### src/rtl/clk_mon_pkg.sv
// Shared definitions for the clock monitor: FSM state encoding and
// the carry width used by saturating adds.
package clk_mon_pkg;

  typedef logic [2:0] state_t;

  localparam state_t ST_IDLE      = 3'd0;
  localparam state_t ST_WAIT_RISE = 3'd1;
  localparam state_t ST_MEAS_HIGH = 3'd2;
  localparam state_t ST_MEAS_LOW  = 3'd3;
  localparam state_t ST_REPORT    = 3'd4;

  // Extra MSBs carried through a saturating add to detect overflow.
  localparam int SAT_GUARD_W = 1;

endpackage

### src/rtl/sync_2ff.sv
// Two-flop synchronizer for a single asynchronous bit into the clk domain.
module sync_2ff (
  input  logic clk,
  input  logic rst,
  input  logic d_i,
  output logic q_o
);

  logic meta_q, sync_q;

  always_ff @(posedge clk) begin
    if (!rst) begin
      meta_q <= 1'b0;
      sync_q <= 1'b0;
    end else begin
      meta_q <= d_i;
      sync_q <= meta_q;
    end
  end

  assign q_o = sync_q;

endmodule

### src/rtl/clk_monitor.sv
// Measures high time and period of an asynchronous clock, flags frequency,
// duty-cycle (when CLK_MON_DUTY_CHECK_EN is defined) and stuck-clock faults.
module clk_monitor
  import clk_mon_pkg::*;
#(
  parameter int CNT_W    = 16,
  parameter int EXP_HIGH = 3,
  parameter int EXP_LOW  = 7,
  parameter int TOL      = 1,
  parameter int TIMEOUT  = 64
) (
  input  logic             clk,
  input  logic             rst,
  input  logic             mon_en,
  input  logic             clk_in,
  input  logic             meas_ready,
  output logic             meas_valid,
  output logic [CNT_W-1:0] high_cnt,
  output logic [CNT_W-1:0] period_cnt,
  output logic             freq_err,
  output logic             duty_err,
  output logic             stuck
);

  localparam int               IDLE_W   = $clog2(TIMEOUT + 1);
  localparam int               SUM_W    = CNT_W + SAT_GUARD_W;
  localparam logic [CNT_W-1:0] CNT_MAX  = '1;
  localparam logic [CNT_W-1:0] EXP_PER  = CNT_W'(EXP_HIGH + EXP_LOW);
  localparam logic [CNT_W-1:0] TOL_C    = CNT_W'(TOL);
  localparam logic [IDLE_W-1:0] IDLE_LAST = IDLE_W'(TIMEOUT - 1);

  function automatic logic [CNT_W-1:0] sat_inc(input logic [CNT_W-1:0] v);
    return (v == CNT_MAX) ? v : v + 1'b1;
  endfunction

  function automatic logic [CNT_W-1:0] abs_diff(input logic [CNT_W-1:0] a,
                                                input logic [CNT_W-1:0] b);
    return (a > b) ? a - b : b - a;
  endfunction

  // Edge detection on the synchronized clock
  logic clk_in_s, prev_q;
  logic rise, fall, any_edge;

  sync_2ff u_sync (
    .clk (clk),
    .rst (rst),
    .d_i (clk_in),
    .q_o (clk_in_s)
  );

  always_ff @(posedge clk) begin
    if (!rst) prev_q <= 1'b0;
    else      prev_q <= clk_in_s;
  end

  assign rise     = clk_in_s & ~prev_q;
  assign fall     = ~clk_in_s & prev_q;
  assign any_edge = rise | fall;

  state_t             state_q, state_d;
  logic [CNT_W-1:0]   cnt_q, cnt_d;
  logic [CNT_W-1:0]   hi_q, hi_d;
  logic [IDLE_W-1:0]  idle_q, idle_d;
  logic               stuck_q, stuck_d;
  logic               load_rpt;
  logic               timeout_hit;

  logic [SUM_W-1:0]   sum_w;
  logic [CNT_W-1:0]   period_sat;
  logic               freq_bad;

  // cnt_q holds the low time when the closing rise arrives
  assign sum_w      = SUM_W'(hi_q) + SUM_W'(cnt_q);
  assign period_sat = (sum_w[SUM_W-1:CNT_W] != '0) ? CNT_MAX : sum_w[CNT_W-1:0];
  assign freq_bad   = abs_diff(period_sat, EXP_PER) > TOL_C;

  assign timeout_hit = !any_edge && (idle_q == IDLE_LAST) &&
                       (state_q == ST_WAIT_RISE || state_q == ST_MEAS_HIGH ||
                        state_q == ST_MEAS_LOW);

  always_comb begin
    state_d  = state_q;
    cnt_d    = cnt_q;
    hi_d     = hi_q;
    idle_d   = idle_q;
    stuck_d  = stuck_q;
    load_rpt = 1'b0;
    if (!mon_en) begin
      state_d = ST_IDLE;
      cnt_d   = '0;
      hi_d    = '0;
      idle_d  = '0;
      stuck_d = 1'b0;
    end else begin
      idle_d = any_edge ? '0 : idle_q + 1'b1;
      case (state_q)
        ST_IDLE: begin
          state_d = ST_WAIT_RISE;
          idle_d  = '0;
        end
        ST_WAIT_RISE: begin
          if (rise) begin
            state_d = ST_MEAS_HIGH;
            cnt_d   = CNT_W'(1);
          end
        end
        ST_MEAS_HIGH: begin
          if (fall) begin
            state_d = ST_MEAS_LOW;
            hi_d    = cnt_q;
            cnt_d   = CNT_W'(1);
          end else begin
            cnt_d = sat_inc(cnt_q);
          end
        end
        ST_MEAS_LOW: begin
          if (rise) begin
            state_d  = ST_REPORT;
            load_rpt = 1'b1;
            cnt_d    = '0;
          end else begin
            cnt_d = sat_inc(cnt_q);
          end
        end
        ST_REPORT: begin
          // Edges are ignored here; a rise coinciding with the handshake is lost.
          idle_d = '0;
          if (meas_ready) begin
            state_d = ST_WAIT_RISE;
            hi_d    = '0;
          end
        end
        default: state_d = ST_IDLE;
      endcase
      if (timeout_hit) begin
        stuck_d = 1'b1;
        state_d = ST_WAIT_RISE;
        cnt_d   = '0;
        hi_d    = '0;
        idle_d  = '0;
      end
    end
  end

  logic [CNT_W-1:0] high_cnt_q, period_q;
  logic             ferr_q;

  always_ff @(posedge clk) begin
    if (!rst) begin
      state_q    <= ST_IDLE;
      cnt_q      <= '0;
      hi_q       <= '0;
      idle_q     <= '0;
      stuck_q    <= 1'b0;
      high_cnt_q <= '0;
      period_q   <= '0;
      ferr_q     <= 1'b0;
    end else begin
      state_q <= state_d;
      cnt_q   <= cnt_d;
      hi_q    <= hi_d;
      idle_q  <= idle_d;
      stuck_q <= stuck_d;
      if (load_rpt) begin
        high_cnt_q <= hi_q;
        period_q   <= period_sat;
        ferr_q     <= freq_bad;
      end
    end
  end

`ifdef CLK_MON_DUTY_CHECK_EN
  logic derr_q;
  logic duty_bad;

  localparam logic [CNT_W-1:0] EXP_HI_C = CNT_W'(EXP_HIGH);
  assign duty_bad = abs_diff(hi_q, EXP_HI_C) > TOL_C;

  always_ff @(posedge clk) begin
    if (!rst)          derr_q <= 1'b0;
    else if (load_rpt) derr_q <= duty_bad;
  end

  assign duty_err = derr_q;
`else
  assign duty_err = 1'b0;
`endif

  assign meas_valid = (state_q == ST_REPORT);
  assign high_cnt   = high_cnt_q;
  assign period_cnt = period_q;
  assign freq_err   = ferr_q;
  assign stuck      = stuck_q;

endmodule

### config.mk
export PLATFORM = sky130hd
export DESIGN_NAME = clk_monitor
export DESIGN_NICKNAME = d
export VERILOG_FILES = /design/src/rtl/clk_mon_pkg.sv /design/src/rtl/sync_2ff.sv /design/src/rtl/clk_monitor.sv
export SDC_FILE = /design/constraint.sdc
export NUM_CORES = 1
export LEC_CHECK = 0
export ABC_CLOCK_PERIOD_IN_PS = 7300
export CELL_PAD_IN_SITES_DETAIL_PLACEMENT = 0
export CELL_PAD_IN_SITES_GLOBAL_PLACEMENT = 1
export CORE_AREA = 2 2 79 156
export DETAILED_ROUTE_END_ITERATION = 12
export DIE_AREA = 0 0 81 158
export PLACE_DENSITY_LB_ADDON = 0.1
export SYNTH_ARGS = -nofsm -noshare
export SYNTH_HDL_FRONTEND = slang
export SYNTH_HIERARCHICAL = 1
export SYNTH_SLANG_ARGS = --single-unit
### constraint.sdc
create_clock -name clk -period 7.3 [get_ports clk]
set_clock_uncertainty 0.05 [all_clocks]
set_input_delay 1.095 -clock clk [delete_from_list [all_inputs] [get_ports clk]]
set_output_delay 1.095 -clock clk [all_outputs]
set_load 0.02 [all_outputs]
==> flow_metrics.tcl, run 1 <==
set metrics [dict create \
    outcome "complete, no violations" \
    worst_pin_slew_ps 1078 \
    final_count_of_hold_timing_violations 0 \
    die-height_um 158 \
    postCtsResizedCells 0 \
    drt_pre_antenna_iters 5 \
    final.fill_count 1188 \
    drt_iter0_drc 176 \
    post_synthesis_net_count 611 \
    design.core.area_um2 11630 \
    cts_max_path_buffers 2 \
    grt_setup_unrepaired "no" \
    vdd.ir_drop.worst_v 0.0001416 \
    cp_data_required_time_ps 7460 \
    netlist_area_um2 4743 \
    floorplan.die.width_um 81 \
    sequentialPowerShare_pct 44.8 \
    synth_ff_type "sky130_fd_sc_hd__dfxtp_1" \
    drv.max_cap_violation_count 0 \
    tritoncts.num_buffers 9 \
    clock_sinks 79 \
    drt-total-wl_um 14290 \
    synth.area.mux_share_pct 1.293 \
    worstRegToRegCells 18 \
    synth_edf_count 0 \
    yosys.area_share.adder_pct 7.017 \
    floorplan.initialDensity_pct 40.78 \
    synth_simple_gate_area_share_pct 24.06 \
    comb_power_share_pct 1.8 \
    leakage_dissipation_nw 2.075 \
    final.setup.tns_ps 0 \
    critical_path_arrival_ps 4750 \
    combinational_family_with_the_most_area_after_synthesis "compound AO/OA/AOI/OAI gates" \
    h-tree-depth 3 \
    cellInternalPower_mw 0.7528 \
    layout_common_cells "sky130_fd_sc_hd__dfxtp_1 (79), sky130_fd_sc_hd__nor2_1 (78), sky130_fd_sc_hd__nand2_1 (61)" \
    placement.io_buffers 39 \
    place_hpwl_um 11000 \
    n_antenna_cell 0 \
    detail_route.wl_per_cell_um 18.90 \
    final_layout_size_suffix_gt1_share_pct 8.674 \
    antenna_found_initial 0 \
    synth-xor-area-share_pct 5.487 \
    hold_path.class "reg -> reg" \
    timing.critical_path.fanout_max 16 \
    post-cts-setup-buffer-count 0 \
    r2r_start "cnt_q[0]" \
    synth_compound_gate_area_share_pct 24.43 \
    ys_types 72 \
    post_synth_inst_count 580 \
    min-delay-start "u_sync/meta_q" \
    min_delay_worst_endpoint "u_sync/q_o" \
    final.hold.worst_slack_ps 391.2 \
    power.switching_mw 0.2142 \
    grt_start_max_net_pins 49 \
    p_sw_share_pct 22.15 \
    max_freq_mhz 217.8 \
    postCtsHoldBufs 0 \
    antenna_violating_nets_post_route 0 \
    worst_setup_path_start_kind "flip-flop" \
    overflow 0 \
    power.density_nw_per_um2 173.9 \
    worst_hold_path.num_cells 1 \
    worst_setup_hold_path_clk_slew_ps 70 \
    number_of_global_route_vias_before_repair 4313 \
    post-route-period-util_pct 62.89 \
    relSlewSlack_pct 28.06 \
    setup-violations-final 0 \
    insertion_delay_to_the_later_sink_of_the_worst_skew_pair_ps 340 \
    number_of_vias_after_detailed_routing 4303 \
    design.final.nets 637 \
    fin_crit_ps 4591 \
    finalMaxSlewViolations 0 \
    tritoncts "built" \
    cts_root_buf "sky130_fd_sc_hd__clkbuf_16" \
    synth_async_sr_flop_share_pct 0 \
    gp_congestion 0.8856 \
    rr_endpoint "freq_err" \
    most_common_cell_after_layout_fill_and_taps_aside "sky130_fd_sc_hd__dfxtp_1" \
    synth_sequential_area_ratio_pct 33.34 \
    clock_power_share_pct 53.4 \
    ys_seq_elements 79 \
    mean_area_per_synthesized_cell_um2 8.178 \
    remaining_drc_errors 0 \
    worst-r2r-setup-slack_ps 2710 \
    rows 56 \
    grt_pass1_wl_um 22720 \
    die-area_um2 12800 \
    yosys_warnings 6 \
    i_o_pins 41 \
    syn_to_final_growth_pct 17.25 \
    setup.worst_path.end_class "flip-flop" \
    global_route_total_usage_across_every_layer_pct 23.94 \
    path_class "reg -> reg" \
    avgViaCountPerCell 5.692 \
]
==> power groups by stage <==
stage               Clock [mW]  Combinational (mW)  Sequential [mW]
floorplan                    0              0.0104            0.443
global placement             0              0.0174            0.443
detailed placement           0              0.0176            0.443
CTS                      0.529              0.0177            0.433
global route             0.547              0.0192            0.433
finish                   0.517              0.0172            0.433
==> per-stage QoR <==
step           utilization [%]  instance area (µm²)  total power [mW]  instances  setup WS, ps
2_1_floorplan                -                 4743            0.4530        580          3342
3_3_place_gp             44.92                 5225            0.4602        740          2842
3_5_place_dp             44.92                 5225            0.4605        740          2765
4_1_cts                  47.82                 5562            0.9793        756          2746
5_1_grt                  47.82                 5562            0.9996        756          2302
6_report                 47.82                 5562            0.9670        756          2709
==> Yosys cell counts, drive strengths merged, types with 2 or more instances <==
| library cell | number | area, µm² |
|---|---|---|
| o211ai | 5 | 47.54 |
| or3 | 5 | 31.28 |
| a21boi | 2 | 15.02 |
| a22oi | 18 | 135.1 |
| o21ai | 25 | 128.9 |
| o22ai | 4 | 37.53 |
| nand3 | 20 | 112.6 |
| nor3 | 16 | 85.08 |
| nand4 | 9 | 56.30 |
| ha | 25 | 312.8 |
| xnor2 | 14 | 137.6 |
| nor2b | 5 | 31.28 |
| nand2b | 2 | 12.51 |
| a311oi | 4 | 35.03 |
| and2 | 10 | 62.56 |
| mux2i | 5 | 50.05 |
| o21a | 3 | 22.52 |
| buf | 13 | 76.32 |
| nand3b | 4 | 30.03 |
| dfxtp | 79 | 1582 |
| a31oi | 8 | 50.05 |
| nor3b | 3 | 22.52 |
| a21oi | 42 | 240.2 |
| or2 | 3 | 18.77 |
| and4 | 2 | 17.52 |
| and3 | 10 | 62.56 |
| o311ai | 3 | 43.80 |
| xor2 | 14 | 122.6 |
| o31ai | 2 | 15.01 |
| nor2 | 78 | 292.8 |
| a31o | 2 | 17.52 |
| o21bai | 2 | 15.01 |
| a221oi | 3 | 38.79 |
| inv | 17 | 63.81 |
| a21o | 5 | 37.54 |
| clkbuf | 17 | 63.81 |
| a211oi | 17 | 140.1 |
| a2111oi | 3 | 40.04 |
| nor4 | 5 | 46.29 |
| nand2 | 62 | 235.2 |
| a41oi | 4 | 42.55 |
==> flip-flops by register name (all words and copies together) (netlist names), 3 cells and up <==
register and flops:
state_q 3, cnt_q 16, period_cnt 16, idle_q 7, high_cnt 16, hi_q 16
==> cells by family after synthesis <==
| group | count (synthesis) |
|---|---|
| other cells | 1 |
| compound gates | 158 |
| fa+ha+maj | 26 |
| flops | 79 |
| xor+xnor | 28 |
| mux | 6 |
| simple gates | 235 |
| buf+inv | 47 |
==> how the worst max path moves through the flow <==
| stage | from | endpoint | slack (ps) |
|---|---|---|---|
| global placement | cnt_q[0] | freq_err | 2840 |
| CTS | cnt_q[0] | freq_err | 2750 |
| global route | cnt_q[0] | freq_err | 2300 |
| detailed placement | cnt_q[0] | freq_err | 2770 |
| floorplan | cnt_q[0] | freq_err | 3340 |
| finish | cnt_q[0] | freq_err | 2710 |
==> cell type report <==
cell class / count / area, µm² / share of cell area [%]
clock buffer: 10 / 239.0 / 4.297
clock inverter: 6 / 97.59 / 1.755
inverter: 17 / 63.81 / 1.147
multi-input combinational: 454 / 2963 / 53.27
sequential: 79 / 1582 / 28.44
tap: 145 / 181.4 / 3.262
timing repair buffer: 45 / 435.4 / 7.829
==> worst max-delay path: stages (launching register included) <==
cell,delay (ps)
sky130_fd_sc_hd__dfxtp_1,380
sky130_fd_sc_hd__ha_1,280
sky130_fd_sc_hd__fa_1,460
sky130_fd_sc_hd__a21oi_2,210
sky130_fd_sc_hd__o22ai_2,140
sky130_fd_sc_hd__a22oi_1,300
sky130_fd_sc_hd__nand2_2,320
sky130_fd_sc_hd__nor2_1,320
sky130_fd_sc_hd__inv_1,170
sky130_fd_sc_hd__ha_1,220
sky130_fd_sc_hd__inv_1,70
sky130_fd_sc_hd__a21oi_1,60
sky130_fd_sc_hd__nor2_1,210
sky130_fd_sc_hd__nor4_4,80
sky130_fd_sc_hd__nand3_1,210
sky130_fd_sc_hd__nor3_1,80
sky130_fd_sc_hd__mux2_1,300
sky130_fd_sc_hd__a2111oi_1,430
sky130_fd_sc_hd__a31oi_1,130
==> per-layer routing <==
metal / vias up / share of wire [%] / track usage (%)
met5: - / 0 / 0
met4: 0 / 4.1 / 14.69
li1: 2141 / - / -
met3: 31 / 2.6 / 4.219
met1: 2020 / 37 / 23.75
met2: 111 / 56 / 44.43
Note: power is estimated with default switching activity, not from simulation.
==> inputs of run 2 (changes only) <==
--- a/config.mk
+++ b/config.mk
@@ -5,12 +5,12 @@
 export SDC_FILE = /design/constraint.sdc
 export NUM_CORES = 1
 export LEC_CHECK = 0
-export ABC_CLOCK_PERIOD_IN_PS = 7300
+export ABC_CLOCK_PERIOD_IN_PS = 3700
 export CELL_PAD_IN_SITES_DETAIL_PLACEMENT = 0
 export CELL_PAD_IN_SITES_GLOBAL_PLACEMENT = 1
-export CORE_AREA = 2 2 79 156
+export CORE_AREA = 2 2 81 160
 export DETAILED_ROUTE_END_ITERATION = 12
-export DIE_AREA = 0 0 81 158
+export DIE_AREA = 0 0 83 162
 export PLACE_DENSITY_LB_ADDON = 0.1
 export SYNTH_ARGS = -nofsm -noshare
 export SYNTH_HDL_FRONTEND = slang
==> constraint.sdc (replaced) <==
create_clock -name clk -period 3.7 [get_ports clk]
set_clock_uncertainty 0.05 [all_clocks]
set_input_delay 0.555 -clock clk [delete_from_list [all_inputs] [get_ports clk]]
set_output_delay 0.555 -clock clk [all_outputs]
set_load 0.02 [all_outputs]
==> flow_metrics.tcl, run 2 (synthesized netlist as in run 1, its figures left out) <==
set metrics [dict create \
    outcome "complete, no violations" \
    n_antenna_cell 0 \
    design.core.area_um2 12200 \
    most_common_cell_after_layout_fill_and_taps_aside "sky130_fd_sc_hd__dfxtp_1" \
    worst-r2r-setup-slack_ps 0.8 \
    postPlaceCellArea_um2 5623 \
    max_freq_mhz 270.3 \
    finalMaxSlewViolations 0 \
    drv.max_cap_violation_count 0 \
    grt_start_max_net_pins 48 \
    worstRegToRegCells 18 \
    worst_setup_path_start_kind "flip-flop" \
    die-area_um2 13450 \
    syn_to_final_growth_pct 29.78 \
    final_count_of_hold_timing_violations 0 \
    fin_crit_ps 3699 \
    leakage_dissipation_nw 2.395 \
    avgViaCountPerCell 5.623 \
    antenna_violating_nets_post_route 0 \
    worst_setup_hold_path_clk_slew_ps 60 \
    floorplan.initialDensity_pct 38.89 \
    detail_route.wl_per_cell_um 18.12 \
    critPathBufInv 2 \
    path_class "reg -> reg" \
    tritoncts "built" \
    number_of_global_route_vias_before_repair 4626 \
    final.hold.worst_slack_ps 403.2 \
    vdd.ir_drop.worst_v 0.0002600 \
    relSlewSlack_pct 59.75 \
    crit_path_max_incr_delay_ps 420 \
    place_hpwl_um 11470 \
    crit_path_cell_trace "ha_4 -> fa_2 -> a21oi_4 -> o22ai_4 -> a22oi_2 -> nand2_2 -> nor2_4 -> ha_4 -> inv_2 -> a21oi_2 -> nor2_2 -> nor4_4 -> nand3_2 -> buf_4 -> nor4_4 -> o22ai_1 -> a2111oi_2 -> a31oi_1" \
    rows 57 \
    floorplan.die.width_um 83 \
    slowest_stage_cell_cp "sky130_fd_sc_hd__fa_2" \
    critical_path.top_delay_family "compound AO/OA/AOI/OAI gates" \
    die-height_um 162 \
    overflow 0 \
    rr_endpoint "freq_err" \
    number_of_vias_after_detailed_routing 4583 \
    timing.critical_path.fanout_max 4 \
    drt_pre_antenna_iters 4 \
    cts_max_path_buffers 2 \
    grt_pass1_wl_um 23540 \
    h-tree-depth 3 \
    worstSetupPathDepth 18 \
    drt_iter0_drc 175 \
    final_layout_size_suffix_gt1_share_pct 20.36 \
    postCtsHoldBufs 0 \
    setup.worst_path.end_class "flip-flop" \
    i_o_pins 41 \
    fin_area_um2 6156 \
    insertion_delay_to_the_later_sink_of_the_worst_skew_pair_ps 340 \
    setup-violations-final 0 \
    grt_setup_unrepaired "yes" \
    tritoncts.num_buffers 9 \
    remaining_drc_errors 0 \
    cts_root_buf "sky130_fd_sc_hd__clkbuf_16" \
    placement.io_buffers 39 \
    hold_path.class "reg -> reg" \
    antenna_found_initial 0 \
    design.final.nets 696 \
    gp_congestion 0.9703 \
    power_mw 1.911 \
    post-route-period-util_pct 99.98 \
    layout_common_cells "sky130_fd_sc_hd__dfxtp_1 (77), sky130_fd_sc_hd__nor2_1 (72), sky130_fd_sc_hd__buf_4 (65)" \
    drt-total-wl_um 14770 \
    critical_path_arrival_ps 3860 \
    worst_pin_slew_ps 601.7 \
    cp_data_required_time_ps 3860 \
    worst_setup_path_endpoint "freq_err" \
    launch_point_of_the_worst_path "hi_q[0]" \
    global_route_total_usage_across_every_layer_pct 22.10 \
    clock_sinks 79 \
    power.density_nw_per_um2 310.5 \
    r2r_start "hi_q[0]" \
    worst_hold_path.num_cells 1 \
]
-- run 2: changes by cell type in the layout (fill, tap and decap cells not counted), moves of 3 or more --
cell | previous run | this run
sky130_fd_sc_hd__buf_4 | 6 | 65
sky130_fd_sc_hd__nor2_2 | 0 | 3
sky130_fd_sc_hd__nor2_1 | 78 | 72
sky130_fd_sc_hd__nor2_4 | 0 | 3
sky130_fd_sc_hd__ha_1 | 25 | 22
-- run 2: stage by stage --
step | utilization (%) | cells | TNS, ps | setup slack, ps
2_1_floorplan | - | 580 | 0 | 17.51
3_3_place_gp | 46.11 | 793 | 0 | 3.993
3_5_place_dp | 46.11 | 793 | -102.8 | -102.8
4_1_cts | 49.04 | 807 | 0 | 1.934
5_1_grt | 50.48 | 815 | -220.6 | -220.6
6_report | 50.48 | 815 | 0 | 0.7550
-- run 2: cell type report --
type                    count  area [µm²]
clock buffers               9       225.2
clock inverters             5       107.6
fillers                  1186        6040
inverters                  17       63.81
multi-input cells         454        3110
flip-flops and latches     79        1587
well taps                 147       183.9
repair buffers            104       878.3
-- run 2: worst register-to-register path, stage by stage (launching register included) --
cell	delay, ps
sky130_fd_sc_hd__dfxtp_4	360
sky130_fd_sc_hd__ha_4	160
sky130_fd_sc_hd__fa_2	420
sky130_fd_sc_hd__a21oi_4	180
sky130_fd_sc_hd__o22ai_4	100
sky130_fd_sc_hd__a22oi_2	210
sky130_fd_sc_hd__nand2_2	150
sky130_fd_sc_hd__nor2_4	170
sky130_fd_sc_hd__ha_4	150
sky130_fd_sc_hd__inv_2	40
sky130_fd_sc_hd__a21oi_2	130
sky130_fd_sc_hd__nor2_2	60
sky130_fd_sc_hd__nor4_4	210
sky130_fd_sc_hd__nand3_2	150
sky130_fd_sc_hd__buf_4	180
sky130_fd_sc_hd__nor4_4	250
sky130_fd_sc_hd__o22ai_1	120
sky130_fd_sc_hd__a2111oi_2	340
sky130_fd_sc_hd__a31oi_1	130
-- run 2: where the power goes --
part	internal (mW)	total (mW)	switching, mW
sequential	0.852	0.854	0.00181
clock	0.655	1.02	0.366
combinational	0.0119	0.0360	0.0242
total	1.52	1.91	0.392
-- run 2: worst min-delay path by stage --
| stage | startpoint | to | slack, ps |
|---|---|---|---|
| 6_report | idle_q[0] | idle_q[0] | 400 |
| 5_1_grt | idle_q[0] | idle_q[0] | 430 |
| 4_1_cts | idle_q[0] | idle_q[0] | 410 |
| 3_5_place_dp | u_sync/meta_q | u_sync/q_o | 380 |
| 3_3_place_gp | u_sync/meta_q | u_sync/q_o | 370 |
| 2_1_floorplan | u_sync/meta_q | u_sync/q_o | 360 |
-- run 2: layer usage --
| layer | GRT usage [%] | share of wire [%] | vias to the layer above |
|---|---|---|---|
| met1 | 21.64 | 37 | 2167 |
| met5 | 0 | 0 | - |
| met4 | 11.18 | 4.5 | 0 |
| li1 | - | - | 2265 |
| met3 | 3.201 | 2.6 | 43 |
| met2 | 43.77 | 56 | 108 |
-- run 2: timing repair --
| action | CTS | global route |
|---|---|---|
| buffers inserted | 0 | 9 |
| gates resized for setup | 7 | 26 |
| pin swaps | 2 | 19 |
| endpoints found under the setup margin | 1 | 1 |
==> inputs of run 3 (changes only) <==
--- a/config.mk
+++ b/config.mk
@@ -5,13 +5,14 @@
 export SDC_FILE = /design/constraint.sdc
 export NUM_CORES = 1
 export LEC_CHECK = 0
-export ABC_CLOCK_PERIOD_IN_PS = 3700
+export ABC_CLOCK_PERIOD_IN_PS = 4090
 export CELL_PAD_IN_SITES_DETAIL_PLACEMENT = 0
 export CELL_PAD_IN_SITES_GLOBAL_PLACEMENT = 1
-export CORE_AREA = 2 2 81 160
+export CORE_AREA = 2 2 79 156
 export DETAILED_ROUTE_END_ITERATION = 12
-export DIE_AREA = 0 0 83 162
+export DIE_AREA = 0 0 81 158
 export PLACE_DENSITY_LB_ADDON = 0.1
+export SLEW_MARGIN = 20
 export SYNTH_ARGS = -nofsm -noshare
 export SYNTH_HDL_FRONTEND = slang
 export SYNTH_HIERARCHICAL = 1
==> constraint.sdc (replaced) <==
create_clock -name clk -period 4.09 [get_ports clk]
set_clock_uncertainty 0.05 [all_clocks]
set_input_delay 0.6135 -clock clk [delete_from_list [all_inputs] [get_ports clk]]
set_output_delay 0.6135 -clock clk [all_outputs]
set_load 0.02 [all_outputs]
==> flow_metrics.tcl, run 3 (synthesized netlist as in run 1, its figures left out) <==
set metrics [dict create \
    outcome "complete, no violations" \
    final_layout_size_suffix_gt1_share_pct 13.73 \
    setup-violations-final 0 \
    timing.critical_path.fanout_max 6 \
    final.setup.tns_ps 0 \
    worstRegToRegCells 18 \
    final.fill_count 1214 \
    critical_path.top_delay_family "compound AO/OA/AOI/OAI gates" \
    detail_route.wl_per_cell_um 19.09 \
    leakage_dissipation_nw 2.197 \
    finalMaxSlewViolations 0 \
    hold_path.class "reg -> reg" \
    number_of_vias_after_detailed_routing 4435 \
    die-height_um 158 \
    drt_iter0_drc 133 \
    worst_setup_path_start_kind "flip-flop" \
    grt_pass1_wl_um 23220 \
    drt_pre_antenna_iters 5 \
    post-route-period-util_pct 93.51 \
    grt_setup_unrepaired "no" \
    die-area_um2 12800 \
    design.final.nets 667 \
    worst_setup_hold_path_clk_slew_ps 70 \
    floorplan.initialDensity_pct 40.78 \
    overflow 0 \
    placement.io_buffers 39 \
    worst_hold_path.num_cells 1 \
    layout_common_cells "sky130_fd_sc_hd__dfxtp_1 (79), sky130_fd_sc_hd__nor2_1 (75), sky130_fd_sc_hd__nand2_1 (61)" \
    drt-total-wl_um 15010 \
    path_class "reg -> reg" \
    insertion_delay_to_the_later_sink_of_the_worst_skew_pair_ps 340 \
    critical_path_arrival_ps 4000 \
    tritoncts.num_buffers 9 \
    syn_to_final_growth_pct 21.26 \
    grt_start_max_net_pins 48 \
    gp_congestion 0.9186 \
    max_freq_mhz 261.5 \
    place_hpwl_um 11690 \
    register_area_um2 1582 \
    avgViaCountPerCell 5.642 \
    power.density_nw_per_um2 276.5 \
    postCtsResizedCells 0 \
    design.core.area_um2 11630 \
    h-tree-depth 3 \
    antenna_found_initial 0 \
    rows 56 \
    tritoncts "built" \
    post-cts-setup-buffer-count 0 \
    multi_input_area_um2 2982 \
    postCtsHoldBufs 0 \
    instances_no_fill 786 \
    global_route_total_usage_across_every_layer_pct 24.39 \
    n_antenna_cell 0 \
    most_common_cell_after_layout_fill_and_taps_aside "sky130_fd_sc_hd__dfxtp_1" \
    remaining_drc_errors 0 \
    worst_pin_slew_ps 589.2 \
    cp_data_required_time_ps 4260 \
    floorplan.die.width_um 81 \
    min-delay-start "u_sync/meta_q" \
    drv.max_cap_violation_count 0 \
    clock_sinks 79 \
    slowest_stage_cell_cp "sky130_fd_sc_hd__fa_1" \
    critPathBufInv 2 \
    launch_point_of_the_worst_path "hi_q[0]" \
    final_count_of_hold_timing_violations 0 \
    dpl.cell_count 770 \
    number_of_global_route_vias_before_repair 4378 \
    antenna_violating_nets_post_route 0 \
    crit_path_cell_trace "ha_1 -> fa_1 -> a21oi_2 -> o22ai_2 -> a22oi_2 -> nand2_2 -> nor2_1 -> inv_1 -> ha_1 -> inv_1 -> a21oi_1 -> nor2_2 -> nor4_4 -> and3_2 -> a211oi_1 -> o22ai_1 -> a2111oi_2 -> a31oi_1" \
    r2r_start "hi_q[0]" \
    i_o_pins 41 \
    relSlewSlack_pct 60.42 \
    setup.worst_path.end_class "flip-flop" \
    worstSetupPathDepth 18 \
    vdd.ir_drop.worst_v 0.0002516 \
    cts_root_buf "sky130_fd_sc_hd__clkbuf_16" \
    crit_path_max_incr_delay_ps 460 \
    fin_crit_ps 3825 \
    cts_max_path_buffers 2 \
]
-- run 3: worst register-to-register path: cells and delay by family (launching register included) --
kind                     cells  cell delay (ps)
AND/OR/NAND/NOR              5              790
buffers and inverters        2              180
AO/OA/AOI/OAI                8             1440
adder cells (fa/ha/maj)      3              910
flip-flops                   1              340
-- run 3: stage by stage --
| step | area (µm²) | util, % | worst slack, ps | total power [mW] | hold WS [ps] |
|---|---|---|---|---|---|
| after floorplan | 4743 | - | 131.6 | 0.8086 | 361.8 |
| after global placement | 5450 | 46.86 | 175.2 | 0.8230 | 372.0 |
| after detailed placement | 5450 | 46.86 | 150.7 | 0.8231 | 377.3 |
| after CTS | 5733 | 49.29 | 122.8 | 1.610 | 394.3 |
| after global routing | 5752 | 49.45 | 1.505 | 1.646 | 408.5 |
| final | 5752 | 49.45 | 265.3 | 1.590 | 390.4 |
-- run 3: final cells by class --
cell class,instances,share of cell area [%]
Timing Repair Buffer,75,11.49
Tap cell,145,3.154
Inverter,17,1.109
Clock buffer,11,4.220
Sequential cell,79,27.50
Clock inverter,5,0.6961
Multi-Input combinational cell,454,51.84
-- run 3: layer usage --
metal | wire (µm) | vias to the layer above | GRT usage (%)
met4 | 881 | 0 | 14.37
met3 | 414 | 38 | 3.649
met2 | 8283 | 97 | 46.87
met1 | 5427 | 2095 | 23.44
li1 | - | 2205 | -
met5 | 0 | - | 0
-- run 3: power breakdown --
part | switching, mW | leakage, nW | total (mW) | internal, mW
Clock | 0.352 | 0.129 | 0.785 | 0.433
Combinational | 0.0220 | 1.43 | 0.0326 | 0.0105
Sequential | 0.00156 | 0.637 | 0.773 | 0.771
Total | 0.376 | 2.20 | 1.59 | 1.21
-- run 3: worst paths after layout --
check                           slack (ps)         end
worst max-delay path                   270    freq_err
worst min-delay path                   390  u_sync/q_o
worst max register to register         270    freq_err
worst min register to register         390  u_sync/q_o
